`src/rtl/seg7_scan_decoder.sv`:
```
// Reader side of a multiplexed 7-segment display bus.
// Synchronizes the segment and digit-select lines, waits for each digit to
// settle, decodes it back to BCD and publishes one coherent frame per scan.
//
// state      | meaning
// -----------+--------------------------------------------------------------
// ST_SYNC    | waiting for a digit-0 capture to start a frame
// ST_COLLECT | gathering digits into the shadow slots; publish once all are in
module seg7_scan_decoder #(
    parameter int NUM_DIGITS    = 4,
    parameter int DISPLAY_TYPE  = 0,
    parameter int SETTLE_CYCLES = 4
) (
    input  logic                    clk_i,
    input  logic                    rst_ni,
    input  logic [7:0]              seg7_i,
    input  logic [NUM_DIGITS-1:0]   digit_sel_i,
    output logic [4*NUM_DIGITS-1:0] bcd_o,
    output logic [NUM_DIGITS-1:0]   blank_o,
    output logic [NUM_DIGITS-1:0]   invalid_o,
    output logic                    frame_valid_o,
    output logic                    error_o
);

    localparam int IDX_W = (NUM_DIGITS > 1) ? $clog2(NUM_DIGITS) : 1;
    localparam logic [7:0] SETTLE = 8'(SETTLE_CYCLES);
    localparam logic [NUM_DIGITS-1:0] MASK_D0 = NUM_DIGITS'(1);

    typedef enum logic {ST_SYNC, ST_COLLECT} state_t;

    // Decimal point carries no digit information.
    logic dp_unused;
    assign dp_unused = seg7_i[7];

    logic [6:0]            seg_s1, seg_s2;
    logic [NUM_DIGITS-1:0] sel_s1, sel_s2;

    // Two-flop synchronizers on the segment and select lines.
    always_ff @(posedge clk_i or negedge rst_ni) begin
        if (!rst_ni) begin
            seg_s1 <= '0;
            seg_s2 <= '0;
            sel_s1 <= '0;
            sel_s2 <= '0;
        end else begin
            seg_s1 <= seg7_i[6:0];
            seg_s2 <= seg_s1;
            sel_s1 <= digit_sel_i;
            sel_s2 <= sel_s1;
        end
    end

    // The newest synchronized sample is compared with the one before it, so
    // a digit is accepted exactly SETTLE_CYCLES samples after it first lands.
    logic       sel_onehot, pair_same, armed, capture;
    logic [7:0] stable_cnt, cnt_next;

    assign sel_onehot = (sel_s1 != '0) && ((sel_s1 & (sel_s1 - MASK_D0)) == '0);
    assign pair_same  = (sel_s1 == sel_s2) && (seg_s1 == seg_s2);

    // Saturating stable counter; any change or non-one-hot select clears it.
    always_comb begin
        cnt_next = '0;
        if (pair_same && sel_onehot)
            cnt_next = (stable_cnt == SETTLE) ? stable_cnt : stable_cnt + 8'd1;
    end

    assign capture = armed && (cnt_next == SETTLE) && (stable_cnt != SETTLE);

    // Counter register and one-capture-per-activation arm flag.
    always_ff @(posedge clk_i or negedge rst_ni) begin
        if (!rst_ni) begin
            stable_cnt <= '0;
            armed      <= 1'b0;
        end else begin
            stable_cnt <= cnt_next;
            if (capture)
                armed <= 1'b0;
            else if (sel_s1 != sel_s2)
                armed <= 1'b1;
        end
    end

    // Returns {invalid, blank, bcd} for a normalized g..a pattern.
    function automatic logic [5:0] decode7(input logic [6:0] p);
        case (p)
            7'b0111111: decode7 = {2'b00, 4'd0};
            7'b0000110: decode7 = {2'b00, 4'd1};
            7'b1011011: decode7 = {2'b00, 4'd2};
            7'b1001111: decode7 = {2'b00, 4'd3};
            7'b1100110: decode7 = {2'b00, 4'd4};
            7'b1101101: decode7 = {2'b00, 4'd5};
            7'b1111101: decode7 = {2'b00, 4'd6};
            7'b0000111: decode7 = {2'b00, 4'd7};
            7'b1111111: decode7 = {2'b00, 4'd8};
            7'b1101111: decode7 = {2'b00, 4'd9};
            7'b0000000: decode7 = {2'b01, 4'd0};
            default:    decode7 = {2'b10, 4'hF};
        endcase
    endfunction

    logic [6:0]       seg_norm;
    logic [3:0]       dec_bcd;
    logic             dec_blank, dec_inv;
    logic [IDX_W-1:0] cap_idx;

    assign seg_norm = (DISPLAY_TYPE == 1) ? ~seg_s2 : seg_s2;
    assign {dec_inv, dec_blank, dec_bcd} = decode7(seg_norm);

    // One-hot select to digit index; only meaningful while capture is high.
    always_comb begin
        cap_idx = '0;
        for (int i = 0; i < NUM_DIGITS; i++)
            if (sel_s2[i]) cap_idx = IDX_W'(i);
    end

    logic [4*NUM_DIGITS-1:0] sh_bcd;
    logic [NUM_DIGITS-1:0]   sh_blank, sh_inv;

    // Every capture refreshes its slot; a published frame only ever contains
    // slots written during that frame, so stale writes are harmless.
    always_ff @(posedge clk_i or negedge rst_ni) begin
        if (!rst_ni) begin
            sh_bcd   <= '0;
            sh_blank <= '0;
            sh_inv   <= '0;
        end else if (capture) begin
            sh_bcd[4*int'(cap_idx) +: 4] <= dec_bcd;
            sh_blank[cap_idx]            <= dec_blank;
            sh_inv[cap_idx]              <= dec_inv;
        end
    end

    state_t                state;
    logic [NUM_DIGITS-1:0] mask;

    // Frame assembly and atomic publish of the shadow slots.
    always_ff @(posedge clk_i or negedge rst_ni) begin
        if (!rst_ni) begin
            state         <= ST_SYNC;
            mask          <= '0;
            bcd_o         <= '0;
            blank_o       <= '0;
            invalid_o     <= '0;
            frame_valid_o <= 1'b0;
            error_o       <= 1'b0;
        end else begin
            frame_valid_o <= 1'b0;
            error_o       <= 1'b0;
            case (state)
                ST_SYNC: begin
                    if (capture && cap_idx == '0) begin
                        mask  <= MASK_D0;
                        state <= ST_COLLECT;
                    end
                end
                ST_COLLECT: begin
                    if (&mask) begin
                        bcd_o         <= sh_bcd;
                        blank_o       <= sh_blank;
                        invalid_o     <= sh_inv;
                        frame_valid_o <= 1'b1;
                        error_o       <= |sh_inv;
                        mask          <= '0;
                        state         <= ST_SYNC;
                    end else if (capture) begin
                        if (mask[cap_idx]) begin
                            if (cap_idx == '0) begin
                                mask <= MASK_D0;
                            end else begin
                                mask  <= '0;
                                state <= ST_SYNC;
                            end
                        end else begin
                            mask[cap_idx] <= 1'b1;
                        end
                    end
                end
                default: state <= ST_SYNC;
            endcase
        end
    end

endmodule

```
`config.mk`:
```
export PLATFORM = sky130hd
export DESIGN_NAME = seg7_scan_decoder
export DESIGN_NICKNAME = d
export VERILOG_FILES = /design/src/rtl/seg7_scan_decoder.sv
export SDC_FILE = /design/constraint.sdc
export NUM_CORES = 1
export LEC_CHECK = 0
export ABC_AREA = 1
export ABC_CLOCK_PERIOD_IN_PS = 3600
export BUFFER_PORTS_ARGS = -buffer_cell sky130_fd_sc_hd__buf_2
export CORE_MARGIN = 2
export CORE_UTILIZATION = 57
export CTS_CLUSTER_SIZE = 24
export DETAILED_ROUTE_END_ITERATION = 8
export GPL_TIMING_DRIVEN = 0
export PLACE_DENSITY_LB_ADDON = 0.25
export SLEW_MARGIN = 20
export SYNTH_ARGS = -nofsm -noshare
export SYNTH_HDL_FRONTEND = slang
export SYNTH_SLANG_ARGS = --single-unit
```
`constraint.sdc`:
```
create_clock -name clk_i -period 3.6 [get_ports clk_i]
set_clock_uncertainty 0.2 [all_clocks]
set_input_delay 0.72 -clock clk_i [delete_from_list [all_inputs] [get_ports clk_i]]
set_output_delay 0.72 -clock clk_i [all_outputs]
set_load 0.02 [all_outputs]
```
==> results.sh <==
export IMPL_cp_num_buf_inv=2
export IMPL_viasPerCell=4.90
export IMPL_synth_seq_cells=86
export IMPL_die_y_um=88.6
export IMPL_hold_class="in -> async"
export IMPL_post_cts_buffers=0
export IMPL_clk_latency_ns=0.36
export IMPL_clockBufferDepth=2
export IMPL_setup_tns_ns=0
export IMPL_grtUsageTotal=0.218
export IMPL_setup_violations=0
export IMPL_ios=40
export IMPL_clock_fmax_ghz=0.387
export IMPL_seq_power_share=0.532
export IMPL_nNetsFinal=552
export IMPL_start_kind="flop"
export IMPL_internal_power_mw=1.41
export IMPL_wirelength_um=7660
export IMPL_cap_violations=0
export IMPL_port_buffers=38
export IMPL_dpl_cell_count=613
export IMPL_cp_required_ns=3.69
export IMPL_slowest_delay_ns=0.63
export IMPL_regToRegSetupSlack_ns=1.01
export IMPL_period_minus_slack_ns=2.59
export IMPL_rsz0062_at_grt="no"
export IMPL_clkTransAtPathRegs_ns=0.08
export IMPL_num_antenna_cells=0
export IMPL_die_width_um=88.6
export IMPL_grt_max_degree=56
export IMPL_cp_arrival_ns=2.67
export IMPL_synth_edff_count=0
export IMPL_grt_first_pass_wirelength_um=13100
export IMPL_cts_hold_buffers_added=0
export IMPL_cts_buffers=9
export IMPL_status="finished clean"
export IMPL_die_area_mm2=0.00786
export IMPL_drv_slew=0
export IMPL_cpMostUsedCell="inv_1"
export IMPL_vdd_drop_max_uv=351
export IMPL_drcViolationCount=0
export IMPL_p_leak_nw=2.44
export IMPL_crit_type="reg -> reg"
export IMPL_cts_root_buffer="clkbuf_8"
export IMPL_power_density_mw_per_mm2=400
export IMPL_synthFlopType="dfrtp_1"
export IMPL_final_cells=629
export IMPL_p_sw_frac=0.243
export IMPL_critical_path_peak_fanout=11
export IMPL_post_cts_resized=0
export IMPL_cts_tree="yes"
export IMPL_grt_overflow_total=0
export IMPL_end_kind="flop"
export IMPL_synth_async_sr_flop_share=1.00
export IMPL_cts_sinks=86
export IMPL_cpLargestDelayFamily="compound AO/OA/AOI/OAI gates"
export IMPL_hold_slack_ns=0.0964
export IMPL_hold_viol_final=0
export IMPL_synth_cell_types=34
export IMPL_p_total_mw=1.86
export IMPL_syn2layout_area_growth_pct=13.9
export IMPL_tightest_slew_ns=0.804
export IMPL_antenna_found_initial=0
export IMPL_syn_nets=502
export IMPL_slew_headroom=0.464
export IMPL_cts_htree_levels=3
export IMPL_syn_area_mm2=0.00408
export IMPL_cp_cell_sequence="inv_1 -> a21oi_1 -> ha_1 -> inv_1 -> nor3_1 -> nand2_1 -> o21ai_2"
export IMPL_seq_area_mm2=0.00215
export IMPL_multi_input_area_mm2=0.00168
export IMPL_fp_row_count=30
export IMPL_yosysWarningCount=0
export IMPL_wl_per_cell_um=12.2
export IMPL_synth_seq_area_share=0.527
export IMPL_syn_inst=478
export IMPL_place_congestion=0.887
export IMPL_coreArea_mm2=0.00687
export IMPL_vias=3085
export IMPL_p_switching_uw=453
export IMPL_pwr_share_comb=0.059
export IMPL_min_period_over_period=0.718
export IMPL_drt_iter0_markers=143
export IMPL_final_core_util=0.677
export IMPL_grt_pass1_vias=2959
export IMPL_final_common_cell="nand2_1"
export IMPL_slowest_stage="a21oi_1"
export IMPL_clock_power_share=0.409
export IMPL_firstDrtPassIters=5
export IMPL_fillers=575
export IMPL_final_layout_size_suffix_gt1_frac=0.195
export IMPL_post_dp_hpwl_um=5780
export IMPL_initial_core_util=0.595
export IMPL_ant_nets=0
export IMPL_layout_common_cells="nand2_1, dfrtp_1, inv_1, nor2_1, buf_2"
export IMPL_synth_avg_cell_area_um2=8.54
routing by layer:
layer / global-route usage / up-vias / wire length [um]
met4: 0.0826 / 0 / 125
met2: 0.350 / 73 / 3750
met1: 0.293 / 1418 / 3530
met5: 0 / - / 0
li1: - / 1583 / -
met3: 0.0429 / 11 / 263
power by group through the flow:
stage                     registers (mW)  clock network (mW)  logic (mW)
after CTS                          0.991               0.778       0.111
after global routing               0.994               0.817       0.127
final                              0.991               0.762       0.110
after global placement              1.01                   0       0.103
after floorplan                     1.01                   0      0.0663
after detailed placement            1.01                   0       0.111
path summary, 6_finish.rpt:
check	startpoint	end	cells past startpoint
hold / removal	rst_ni	stable_cnt[2]	1
hold reg to reg	seg_s1[3]	seg_norm[3]	0
min in group clk_i	seg_s1[3]	seg_norm[3]	0
setup / recovery	sel_s2[2]	sh_bcd[0]	7
setup reg to reg	sel_s2[2]	sh_bcd[0]	7
max in group asynchronous	rst_ni	sh_bcd[0]	2
flip-flops by register name, summed over array words and instances (netlist names):
| name | count |
|---|---|
| mask | 4 |
| stable_cnt | 8 |
| sel_s2 | 4 |
| state | 1 |
| seg_norm | 7 |
| sh_blank | 4 |
| armed | 1 |
| invalid_o | 4 |
| sel_s1 | 4 |
| sh_bcd | 16 |
| frame_valid_o | 1 |
| error_o | 1 |
| bcd_o | 16 |
| blank_o | 4 |
| seg_s1 | 7 |
| sh_inv | 4 |
final cells by class:
cell class | instances | share of cell area
buffer | 4 | 0.00323
clock buffer | 9 | 0.0266
clock inverter | 7 | 0.0221
inverter | 61 | 0.0519
multi-input combinational | 327 | 0.360
sequential | 86 | 0.463
tap | 96 | 0.0258
timing repair buffer | 39 | 0.0473
logic make-up after synthesis:
| family | count (synthesis) | share of synthesized area |
|---|---|---|
| XOR/XNOR | 5 | 0.0107 |
| AO/OA/AOI/OAI | 51 | 0.0766 |
| flip-flops | 86 | 0.527 |
| adder cells (fa/ha/maj) | 10 | 0.0306 |
| AND/OR/NAND/NOR | 261 | 0.292 |
| buffers and inverters | 65 | 0.0628 |
Yosys cell counts (all sizes together), types with 2 or more instances:
| library cell | n | area, um2 |
|---|---|---|
| xor2 | 4 | 35.0 |
| a21oi | 6 | 30.0 |
| clkbuf | 3 | 11.3 |
| dfrtp | 86 | 2150 |
| nand2 | 181 | 788 |
| clkinv | 2 | 20.0 |
| inv | 59 | 221 |
| o21ai | 42 | 259 |
| nand3 | 16 | 97.6 |
| ha | 10 | 125 |
| nor3 | 6 | 41.3 |
| nand4 | 3 | 18.8 |
| nor2 | 51 | 221 |
worst reg2reg max path, delay by kind of cell (launching register included):
family	cells	cell delay, ns
compound gates	2	0.79
fa+ha+maj	1	0.37
buf+inv	2	0.23
flops	1	0.38
simple gates	2	0.56
metrics by stage:
stage | cell area [um2] | setup slack [ns]
after global routing | 4650 | 0.798
after floorplan | 4080 | 1.49
final | 4650 | 1.01
after global placement | 4390 | 0.946
after detailed placement | 4420 | 1.04
after CTS | 4650 | 1.02
No activity file was read; power rests on OpenSTA's default activity.
